==> config.mk <==
export PLATFORM = sky130hd
export DESIGN_NAME = multicycle_ctrl
export DESIGN_NICKNAME = d
export VERILOG_FILES = /design/src/rtl/multicycle_ctrl.sv
export SDC_FILE = /design/constraint.sdc
export NUM_CORES = 1
export LEC_CHECK = 0
export CAP_MARGIN = 20
export CORE_MARGIN = 8
export CORE_UTILIZATION = 44
export CTS_CLUSTER_DIAMETER = 30
export DETAILED_ROUTE_END_ITERATION = 12
export PLACE_DENSITY_LB_ADDON = 0.25
export SETUP_SLACK_MARGIN = 0.02
export SLEW_MARGIN = 20
export SYNTH_ARGS = -nofsm -noshare
export SYNTH_HDL_FRONTEND = slang
export SYNTH_SLANG_ARGS = --single-unit
export TNS_END_PERCENT = 20
==> constraint.sdc <==
create_clock -name clk -period 1.58 [get_ports clk]
set_input_delay 0.316 -clock clk [delete_from_list [all_inputs] [get_ports clk]]
set_output_delay 0.316 -clock clk [all_outputs]
set_load 0.02 [all_outputs]
==> src/rtl/multicycle_ctrl.sv <==
// multicycle_ctrl: FETCH/DECODE/EXEC/MEM/WB sequencer for an RV32I datapath.
// Optional ILLEGAL_TRAP_EN: unlisted opcodes park the FSM in TRAP with illegal=1.
module multicycle_ctrl #(
  parameter int XLEN = 32
) (
  input  logic       clk,
  input  logic       rst,
  input  logic [6:0] opcode,
  input  logic       br_taken,
  output logic       imem_req,
  input  logic       imem_ready,
  output logic       ir_we,
  output logic       dmem_req,
  output logic       dmem_we,
  input  logic       dmem_ready,
  output logic       pc_we,
  output logic [1:0] pc_sel,
  output logic       reg_we,
  output logic [1:0] wb_sel,
  output logic [1:0] alu_op,
  output logic       alu_src,
  output logic [2:0] imm_type,
  output logic       retire,
  output logic [2:0] state_o
`ifdef ILLEGAL_TRAP_EN
  ,
  output logic       illegal
`endif
);

  // The datapath width never reaches a port; only 32 is meaningful.
  if (XLEN != 32) begin : g_xlen_unsupported
  end

  localparam logic [6:0] OP_R     = 7'b0110011;
  localparam logic [6:0] OP_I     = 7'b0010011;
  localparam logic [6:0] OP_LW    = 7'b0000011;
  localparam logic [6:0] OP_SW    = 7'b0100011;
  localparam logic [6:0] OP_B     = 7'b1100011;
  localparam logic [6:0] OP_JALR  = 7'b1100111;
  localparam logic [6:0] OP_JAL   = 7'b1101111;
  localparam logic [6:0] OP_AUIPC = 7'b0010111;
  localparam logic [6:0] OP_LUI   = 7'b0110111;

  typedef enum logic [2:0] {
    S_FETCH  = 3'd0,
    S_DECODE = 3'd1,
    S_EXEC   = 3'd2,
    S_MEM    = 3'd3,
    S_WB     = 3'd4,
    S_TRAP   = 3'd5
  } state_t;

  typedef enum logic [2:0] {
    C_OTHER,
    C_BR,
    C_LD,
    C_ST,
    C_JAL,
    C_JALR,
    C_ILL
  } cls_t;

  state_t     state, nstate;
  cls_t       d_cls, cls_q;
  logic [1:0] d_alu_op, alu_op_q;
  logic       d_alu_src, alu_src_q;
  logic [2:0] d_imm, imm_q;
  logic [1:0] d_wb, wb_q;
  logic       d_rw, rw_q;

  // Opcode decode; only captured while in DECODE.
  always_comb begin
    d_cls     = C_OTHER;
    d_alu_op  = 2'd0;
    d_alu_src = 1'b0;
    d_imm     = 3'd0;
    d_wb      = 2'd0;
    d_rw      = 1'b0;
    unique case (1'b1)
      (opcode == OP_R): begin
        d_alu_op  = 2'd2;
        d_alu_src = 1'b1;
        d_rw      = 1'b1;
      end
      (opcode == OP_I): begin
        d_alu_op = 2'd2;
        d_imm    = 3'd1;
        d_rw     = 1'b1;
      end
      (opcode == OP_LW): begin
        d_cls = C_LD;
        d_imm = 3'd1;
        d_wb  = 2'd1;
        d_rw  = 1'b1;
      end
      (opcode == OP_SW): begin
        d_cls = C_ST;
        d_imm = 3'd2;
      end
      (opcode == OP_B): begin
        d_cls     = C_BR;
        d_alu_op  = 2'd1;
        d_alu_src = 1'b1;
        d_imm     = 3'd3;
      end
      (opcode == OP_JALR): begin
        d_cls = C_JALR;
        d_imm = 3'd1;
        d_wb  = 2'd2;
        d_rw  = 1'b1;
      end
      (opcode == OP_JAL): begin
        d_cls = C_JAL;
        d_imm = 3'd5;
        d_wb  = 2'd2;
        d_rw  = 1'b1;
      end
      (opcode == OP_AUIPC): begin
        d_imm = 3'd4;
        d_wb  = 2'd3;
        d_rw  = 1'b1;
      end
      (opcode == OP_LUI): begin
        d_alu_op = 2'd3;
        d_imm    = 3'd4;
        d_rw     = 1'b1;
      end
      default: begin
`ifdef ILLEGAL_TRAP_EN
        d_cls = C_ILL;
`else
        d_cls = C_OTHER;
`endif
      end
    endcase
  end

  // State register.
  always_ff @(posedge clk or posedge rst) begin
    if (rst) state <= S_FETCH;
    else     state <= nstate;
  end

  // Latch decoded controls once per instruction.
  always_ff @(posedge clk or posedge rst) begin
    if (rst) begin
      cls_q     <= C_OTHER;
      alu_op_q  <= 2'd0;
      alu_src_q <= 1'b0;
      imm_q     <= 3'd0;
      wb_q      <= 2'd0;
      rw_q      <= 1'b0;
    end else if (state == S_DECODE) begin
      cls_q     <= d_cls;
      alu_op_q  <= d_alu_op;
      alu_src_q <= d_alu_src;
      imm_q     <= d_imm;
      wb_q      <= d_wb;
      rw_q      <= d_rw;
    end
  end

  // Next state and outputs; everything stays 0 while rst is high.
  always_comb begin
    nstate   = state;
    imem_req = 1'b0;
    ir_we    = 1'b0;
    dmem_req = 1'b0;
    dmem_we  = 1'b0;
    pc_we    = 1'b0;
    pc_sel   = 2'd0;
    reg_we   = 1'b0;
    wb_sel   = 2'd0;
    alu_op   = 2'd0;
    alu_src  = 1'b0;
    imm_type = 3'd0;
    retire   = 1'b0;
`ifdef ILLEGAL_TRAP_EN
    illegal  = 1'b0;
`endif
    if (!rst) begin
      unique case (state)
        S_FETCH: begin
          imem_req = 1'b1;
          if (imem_ready) begin
            ir_we  = 1'b1;
            nstate = S_DECODE;
          end
        end
        S_DECODE: begin
          nstate = (d_cls == C_ILL) ? S_TRAP : S_EXEC;
        end
        S_EXEC: begin
          alu_op   = alu_op_q;
          alu_src  = alu_src_q;
          imm_type = imm_q;
          if (cls_q == C_BR) begin
            pc_we  = 1'b1;
            pc_sel = br_taken ? 2'd1 : 2'd0;
            retire = 1'b1;
            nstate = S_FETCH;
          end else if (cls_q == C_LD || cls_q == C_ST) begin
            nstate = S_MEM;
          end else begin
            nstate = S_WB;
          end
        end
        S_MEM: begin
          alu_op   = alu_op_q;
          alu_src  = alu_src_q;
          imm_type = imm_q;
          dmem_req = 1'b1;
          dmem_we  = (cls_q == C_ST);
          if (dmem_ready) begin
            if (cls_q == C_ST) begin
              pc_we  = 1'b1;
              retire = 1'b1;
              nstate = S_FETCH;
            end else begin
              nstate = S_WB;
            end
          end
        end
        S_WB: begin
          alu_op   = alu_op_q;
          alu_src  = alu_src_q;
          imm_type = imm_q;
          reg_we   = rw_q;
          wb_sel   = wb_q;
          pc_we    = 1'b1;
          retire   = 1'b1;
          if (cls_q == C_JAL)       pc_sel = 2'd1;
          else if (cls_q == C_JALR) pc_sel = 2'd2;
          nstate   = S_FETCH;
        end
        S_TRAP: begin
`ifdef ILLEGAL_TRAP_EN
          illegal = 1'b1;
`endif
          nstate  = S_TRAP;
        end
        default: nstate = S_FETCH;
      endcase
    end
  end

  // Debug view of the current state.
  assign state_o = rst ? 3'd0 : state;

endmodule

==> results.txt, run 1 <==
----------------------------------------------------
[CTS]
  Clock latency reported for the late side of the worst-skew pair ... approximately 0.29 ns
  Number of buffers added by the clock tree synthesis step ... 3
  Sinks on the clock net ... 15
  Buffer depth of the longest clock path ... 2
  Clock Tree Root ... sky130_fd_sc_hd__clkbuf_4
  Clock tree from TritonCTS ... yes
  Number of levels the H-tree was split into ... 1
  Clock transition time at the flip-flop clock pins of the worst setup and hold paths ... ~0.08 ns

[Synth]
  Synth Warn # ... 0
  Post-Syn Area ... around 0.0010 mm^2
  Mean area per synthesized cell ... just under 9 um^2
  Fraction of the yosys area taken by sequential cells ... 0.3610
  Count of cell types in the netlist ... between 40 and 50
  Number of synthesized register bits ... 15
  Fraction of registers with async set/reset ... 1.000
  Ys flop type ... sky130_fd_sc_hd__dfrtp_1
  Post-synthesis net count ... 132
  Cell count after synthesis ... 120
  Post-synth EDFFs ... 0

[STA]
  Skew final ... between 0.009 and 0.01 ns
  Final Hold Viols ... 0
  Fin crit share ... 1.202
  Final slew viol count ... 0
  Final setup vio count ... 19
  Unrepaired setup endpoints after global routing ... yes
  Highest achievable clock rate ... about 530 MHz
  Min setup slack post-route ... -0.3186 ns
  Final sum of negative setup slack ... -4.399 ns
  Min cycle time layout ... ~1.9 ns
  Worst-margin pin slew ... 0.2959 ns
  Worst rel slew slack ... 0.8002

[Global route]
  Number of antenna violations at the first check in global routing ... 0
  Number of global-route vias before repair ... ~1200
  Wire length of the first global-routing pass ... 5720 um
  Overflow left after global routing ... 0
  Pin count of the biggest net entering global routing ... 12
  Overall fraction of global-route tracks in use ... 0.1639

[Power and ir drop]
  Pleak ... 0.8719 nW
  Cell area power density ... ~1100 mW/mm^2
  Net switching power ... approximately 830 uW
  Internal power of the cells ... between 1 and 1.5 mW
  Flop pwr share ... 0.279
  Worst-case vdd ir drop ... around 0.0012 V
  Part of the total power dissipated in combinational logic ... 0.615
  Fraction of power spent switching nets ... 0.3962
  Portion of total power attributed to the clock network ... 0.106

[Final layout]
  Fraction of final layout cells with drive strength greater than 1 ... 0.5285
  Fraction of the core area covered by cells at the end of the flow ... 0.8325
  Final nets ... 206
  ANT cells ... 0
  Count of fill cells added during filler insertion ... 127
  Layout Area Growth over Synthesis ... 78.82%

[Route]
  Number of design rule violations left after detail routing ... 0
  Drt initial violations ... 42
  Routed wire length ... around 3500 um
  Post-DR wirelength/cell ... 15.64 um
  DRT Pass-1 Iters ... 4
  Number of nets still failing antenna checks after routing ... 0
  Via count of the routed design ... approximately 1200
  Vias per Instance ... 5.421

[Worst setup path]
  CP Cell Sequence ... buf_4 > buf_4 > nor4_4 > nand2_1 > inv_1 > buf_4
  CP endpoint kind ... output port
  Critical path data arrival time ... about 1.6 ns
  Most repeated library cell on the critical path ... sky130_fd_sc_hd__buf_4
  Largest stage delay on the critical path ... approximately 0.44 ns
  Type of the worst setup path ... register to output port
  CP Data Required Time ... about 1.3 ns
  Nature of the critical path startpoint ... register
  Worst-path cell with the longest stage delay ... sky130_fd_sc_hd__dfrtp_2
  Crit Path Max Fanout ... 3

[Place]
  Post-detailed-placement half-perimeter wirelength ... around 2500 um
  Port Buffers ... 31
  Final RePlAce weighted congestion ... slightly below 0.8

[Run status]
  Violated checks ... setup timing
  Result of the run ... finished with violations

[Floorplanning]
  Core region area ... 0.002233 mm^2
  Io pins ... 32
  Die area ... ~0.0042 mm^2
  Die span in y ... ~65 um
  FP Rows ... 17
  Initial cell density of the core ... 0.4655
  Die outline width ... between 60 and 70 um

[Min path]
  Worst min path class ... input pin to async pin

[Run]
  Max-cap violation count ... 0

----------------------------------------------------
-- what timing repair did --
item                                   CTS  global route
setup buffers                            2             1
gates resized for setup                129            13
endpoints found under the hold margin    0             0
hold buffers                             0             0
pin swaps                               15             6
setup endpoints to repair               23            28
-- final cells by class --
type,count,area (um^2),area share
multi-input combinational,93,738.2,0.3970
timing repair buffer,75,658.1,0.3540
sequential,15,379.1,0.2039
tap,28,35.03,0.01884
clock buffer,4,26.28,0.01413
inverter,6,22.52,0.01211
-- power groups by stage --
stage	logic [mW]	registers [mW]	clock network, mW
floorplan	0.518	0.598	0
global placement	1.09	0.559	0
detailed placement	1.12	0.568	0
CTS	1.23	0.579	0.222
global route	1.39	0.592	0.239
finish	1.29	0.586	0.223
-- layout by cell type (no fill, tap or decap), types with 2 or more instances in the layout --
cell,n
sky130_fd_sc_hd__buf_4,45
sky130_fd_sc_hd__o41ai_2,4
sky130_fd_sc_hd__and2_4,9
sky130_fd_sc_hd__nand2b_1,3
sky130_fd_sc_hd__a21oi_1,3
sky130_fd_sc_hd__nor2b_1,4
sky130_fd_sc_hd__nand4_1,2
sky130_fd_sc_hd__nor3_4,2
sky130_fd_sc_hd__dfrtp_1,12
sky130_fd_sc_hd__nand2_1,14
sky130_fd_sc_hd__inv_1,5
sky130_fd_sc_hd__dfrtp_2,3
sky130_fd_sc_hd__mux2_2,2
sky130_fd_sc_hd__nor3b_2,2
sky130_fd_sc_hd__nor2_2,2
sky130_fd_sc_hd__buf_6,17
sky130_fd_sc_hd__o21ai_0,4
sky130_fd_sc_hd__clkbuf_4,3
sky130_fd_sc_hd__clkdlybuf4s50_1,10
sky130_fd_sc_hd__o41ai_1,2
sky130_fd_sc_hd__nand2_2,2
sky130_fd_sc_hd__nand3_1,2
sky130_fd_sc_hd__nor2_1,4
sky130_fd_sc_hd__o21ai_1,2
-- registers in the layout (all words and copies together) (netlist names) --
signal	flops
state	3
alu_op_q	2
alu_src_q	1
imm_q	3
cls_q	3
wb_q	2
rw_q	1
-- per-layer routing --
| metal | track usage | wire length [um] | vias up |
|---|---|---|---|
| met5 | 0 | 0 | - |
| met4 | 0.03815 | 26 | 0 |
| met3 | 0.04639 | 138 | 4 |
| met2 | 0.2919 | 1800 | 27 |
| met1 | 0.1887 | 1491 | 585 |
| li1 | - | - | 582 |
-- cells in the mapped netlist (2+ instances only) --
master	n	area share
sky130_fd_sc_hd__dfrtp_1	15	0.36
sky130_fd_sc_hd__nand2_1	15	0.054
sky130_fd_sc_hd__and2_1	9	0.054
sky130_fd_sc_hd__nor2_1	7	0.025
sky130_fd_sc_hd__o21ai_0	6	0.029
sky130_fd_sc_hd__a21oi_1	5	0.024
sky130_fd_sc_hd__inv_1	5	0.018
sky130_fd_sc_hd__nor2b_1	5	0.030
sky130_fd_sc_hd__nand2b_1	4	0.024
sky130_fd_sc_hd__o41ai_1	4	0.034
sky130_fd_sc_hd__nor3b_1	3	0.022
sky130_fd_sc_hd__buf_2	2	0.0096
sky130_fd_sc_hd__buf_4	2	0.014
sky130_fd_sc_hd__clkbuf_1	2	0.0072
sky130_fd_sc_hd__mux2_2	2	0.022
sky130_fd_sc_hd__nand3_1	2	0.0096
sky130_fd_sc_hd__nand4_1	2	0.012
sky130_fd_sc_hd__o41ai_2	2	0.031
-- critical path, delay by kind of cell, from the launching register on --
| kind | cells | cell delay (ns) |
|---|---|---|
| AND/OR/NAND/NOR | 2 | 0.37 |
| flip-flops | 1 | 0.44 |
| buffers and inverters | 4 | 0.50 |
-- through the flow --
step | hold slack [ns] | instance area [um^2] | power [mW] | instances | worst slack (ns)
after floorplan | 0.4120 | 1092 | 1.116 | 120 | -0.07391
after global placement | 0.4510 | 1713 | 1.654 | 214 | -0.8004
after detailed placement | 0.4526 | 1713 | 1.688 | 214 | -0.8131
after CTS | 0.4045 | 1809 | 2.028 | 220 | -0.2883
after global routing | 0.4660 | 1859 | 2.218 | 221 | -0.3881
final | 0.4191 | 1859 | 2.104 | 221 | -0.3186
-- path summary, 6_finish.rpt --
path / start / to / slack [ns] / cells past startpoint
hold / removal: rst / rw_q / 0.42 / 4
setup reg to reg: state[1] / rw_q / -0.06 / 5
hold reg to reg: imm_q[1] / imm_q[1] / 0.49 / 2
setup / recovery: state[0] / ir_we / -0.32 / 6
min in group clk: imm_q[1] / imm_q[1] / 0.49 / 2
max in group asynchronous: rst / state[0] / 0.98 / 4
-- cells by family (layout without fill, tap and decap cells) --
group / after synthesis / count (layout) / share of synthesized area
mux: 3 / 3 / 0.03129
xor+xnor: 2 / 2 / 0.01685
flops: 15 / 15 / 0.3610
compound gates: 29 / 29 / 0.2106
simple gates: 59 / 59 / 0.3273
buf+inv: 12 / 85 / 0.05295
No activity file was read; power rests on OpenSTA's default activity.
==> inputs of run 2 (changes only) <==
--- a/config.mk
+++ b/config.mk
@@ -10,6 +10,7 @@
 export CORE_UTILIZATION = 44
 export CTS_CLUSTER_DIAMETER = 30
 export DETAILED_ROUTE_END_ITERATION = 12
+export GPL_ROUTABILITY_DRIVEN = 0
 export PLACE_DENSITY_LB_ADDON = 0.25
 export SETUP_SLACK_MARGIN = 0.02
 export SLEW_MARGIN = 20
==> results of run 2 <==
The final DEF is identical to that of run 1; final timing and power are the same.
==> inputs of run 3 (changes only) <==
--- a/config.mk
+++ b/config.mk
@@ -6,8 +6,8 @@
 export NUM_CORES = 1
 export LEC_CHECK = 0
 export CAP_MARGIN = 20
-export CORE_MARGIN = 8
-export CORE_UTILIZATION = 44
+export CORE_MARGIN = 1
+export CORE_UTILIZATION = 46
 export CTS_CLUSTER_DIAMETER = 30
 export DETAILED_ROUTE_END_ITERATION = 12
 export GPL_ROUTABILITY_DRIVEN = 0
==> run 3 against run 2 <==
  * The flow still finishes with violations (setup timing)
  * Combinational power is essentially flat
  * Maximum frequency shrank 5.8%
  * Critical path type unchanged
  * Clock-buffer cell count shrank 1
  * Cell count shrank 1.8%
  * Hold slack gained 0.079 ns
==> results.txt, run 3 (synthesis results as in run 1) <==
----------------------------------------------------
[Final layout]
  Area taken by multi-input logic gates ... about 740 um^2
  Final nets ... a little over 200
  Most frequent standard cell in the layout excluding fill and tap cells ... sky130_fd_sc_hd__buf_4
  Register Area ... approximately 380 um^2
  Fraction of final layout cells with drive strength greater than 1 ... 0.5000
  Fraction of the core area covered by cells at the end of the flow ... 0.8897
  ANT cells ... 0
  Top flop regs ... cls_q: 3 flops, imm_q: 3 flops, state: 3 flops
  Final Cell Area ... approximately 0.0018 mm^2
  Highest-count cells in the layout ignoring fill and taps ... sky130_fd_sc_hd__buf_4, sky130_fd_sc_hd__nand2_1, sky130_fd_sc_hd__dfrtp_1, sky130_fd_sc_hd__buf_6, sky130_fd_sc_hd__clkdlybuf4s50_1
  Count of fill cells added during filler insertion ... roughly 110
  Layout Area Growth over Synthesis ... 74.73%

[Run status]
  Result of the run ... finished with violations
  Violated checks ... setup timing

[Floorplanning]
  FP Rows ... 16
  Die area ... approximately 0.0025 mm^2
  Io pins ... 32
  Core region area ... slightly above 0.002 mm^2
  Initial cell density of the core ... 0.5092
  Die span in y ... roughly 50 um
  Die outline width ... 49.54 um

[STA]
  Skew final ... around 0.0049 ns
  Min cycle time layout ... around 2 ns
  Final slew viol count ... 0
  Fin crit share ... 1.276
  Unrepaired setup endpoints after global routing ... yes
  Worst-margin pin slew ... ~0.35 ns
  Min setup slack post-route ... -0.4357 ns
  Final Hold Viols ... 0
  Final setup vio count ... 26
  Worst rel slew slack ... 0.7657
  Highest achievable clock rate ... 496.1 MHz
  Worst Hold Slack ... ~0.50 ns
  Final sum of negative setup slack ... -6.293 ns

[CTS]
  Clock Tree Root ... sky130_fd_sc_hd__clkbuf_4
  Number of levels the H-tree was split into ... 1
  Number of buffers inserted for hold repair after clock tree synthesis ... 0
  Number of buffers added by the clock tree synthesis step ... 3
  Sinks on the clock net ... 15
  Buffer depth of the longest clock path ... 2
  Clock tree from TritonCTS ... yes
  Clock transition time at the flip-flop clock pins of the worst setup and hold paths ... approximately 0.10 ns
  Clock latency reported for the late side of the worst-skew pair ... approximately 0.3 ns

[Min path]
  Worst hold path startpoint ... imm_q[1]
  Worst min path class ... register to register

[Global route]
  Overflow left after global routing ... 0
  Number of antenna violations at the first check in global routing ... 0
  Pin count of the biggest net entering global routing ... 12
  Wire length of the first global-routing pass ... about 5500 um
  Number of global-route vias before repair ... between 1000 and 1500
  Overall fraction of global-route tracks in use ... 0.2951

[Route]
  Drt initial violations ... 70
  Via count of the routed design ... roughly 1300
  Vias per Instance ... around 6.2
  Number of nets still failing antenna checks after routing ... 0
  Routed wire length ... around 4300 um
  DRT Pass-1 Iters ... 4
  Post-DR wirelength/cell ... roughly 20 um
  Number of design rule violations left after detail routing ... 0

[Worst setup path]
  Crit Path Max Fanout ... 4
  Critical path data arrival time ... roughly 1.7 ns
  Launch instance of the worst register-to-register path ... state[1]
  CP endpoint kind ... output port
  CP Data Required Time ... 1.26 ns
  Type of the worst setup path ... register to output port
  Startpoint of the most critical setup path ... state[1]
  Nature of the critical path startpoint ... register

[Run]
  Max-cap violation count ... 0

[Power and ir drop]
  Worst-case vdd ir drop ... roughly 0.0011 V
  Cell area power density ... between 1000 and 1500 mW/mm^2
  Pleak ... around 0.87 nW

[Place]
  Post-detailed-placement half-perimeter wirelength ... between 2000 and 2500 um
  Placement-stage cell area ... 0.001682 mm^2
  Port Buffers ... 31

----------------------------------------------------
==> run 3: final cells by class <==
cell class / count / area share
inverters: 6 / 0.01240
flip-flops and latches: 15 / 0.2080
repair buffers: 72 / 0.3395
clock buffers: 3 / 0.01240
multi-input cells: 93 / 0.4063
clock inverters: 1 / 0.002755
well taps: 27 / 0.01860
==> run 3: layer usage <==
layer / wire (um) / global-route usage
met5: 0 / 0
met4: 177 / 0.1905
met3: 282 / 0.02160
met2: 2168 / 0.5653
met1: 1692 / 0.3010
==> run 3: what timing repair did <==
action,in CTS,in global routing
endpoints found under the setup margin,27,29
pin swaps,12,6
buffers inserted,4,1
resized for setup,116,12
endpoints found under the hold margin,0,0
==> run 3: worst max-delay path, cell delays in order, from the launching register on <==
cell and delay [ns]:
sky130_fd_sc_hd__dfrtp_2 0.48, sky130_fd_sc_hd__nor4b_4 0.37, sky130_fd_sc_hd__nand2_2 0.12, sky130_fd_sc_hd__a2bb2oi_2 0.16, sky130_fd_sc_hd__nor2_2 0.13, sky130_fd_sc_hd__buf_6 0.13
==> run 3: power breakdown <==
part / leakage, nW / internal [mW] / switching [mW]
Sequential: 0.198 / 0.483 / 0.106
Combinational: 0.657 / 0.609 / 0.647
Clock: 0.0177 / 0.0947 / 0.151
Total: 0.873 / 1.19 / 0.904
==> run 3: through the flow <==
| stage | total power, mW | setup WS, ns | cells |
|---|---|---|---|
| after global placement | 1.599 | -0.7046 | 209 |
| after global routing | 2.148 | -0.4631 | 217 |
| after floorplan | 1.116 | -0.07391 | 120 |
| final | 2.090 | -0.4357 | 217 |
| after CTS | 1.931 | -0.3389 | 217 |
| after detailed placement | 1.641 | -0.7785 | 209 |
==> run 3: path summary, 6_finish.rpt <==
| path | endpoint | slack (ns) | cells after the start |
|---|---|---|---|
| max in group asynchronous | state[0] | 0.87 | 5 |
| min in group asynchronous | state[2] | 0.56 | 5 |
| worst max-delay path | pc_sel[0] | -0.44 | 5 |
| worst min-delay path | imm_q[1] | 0.50 | 2 |
| worst max register to register | rw_q | -0.08 | 5 |
| worst min register to register | imm_q[1] | 0.50 | 2 |
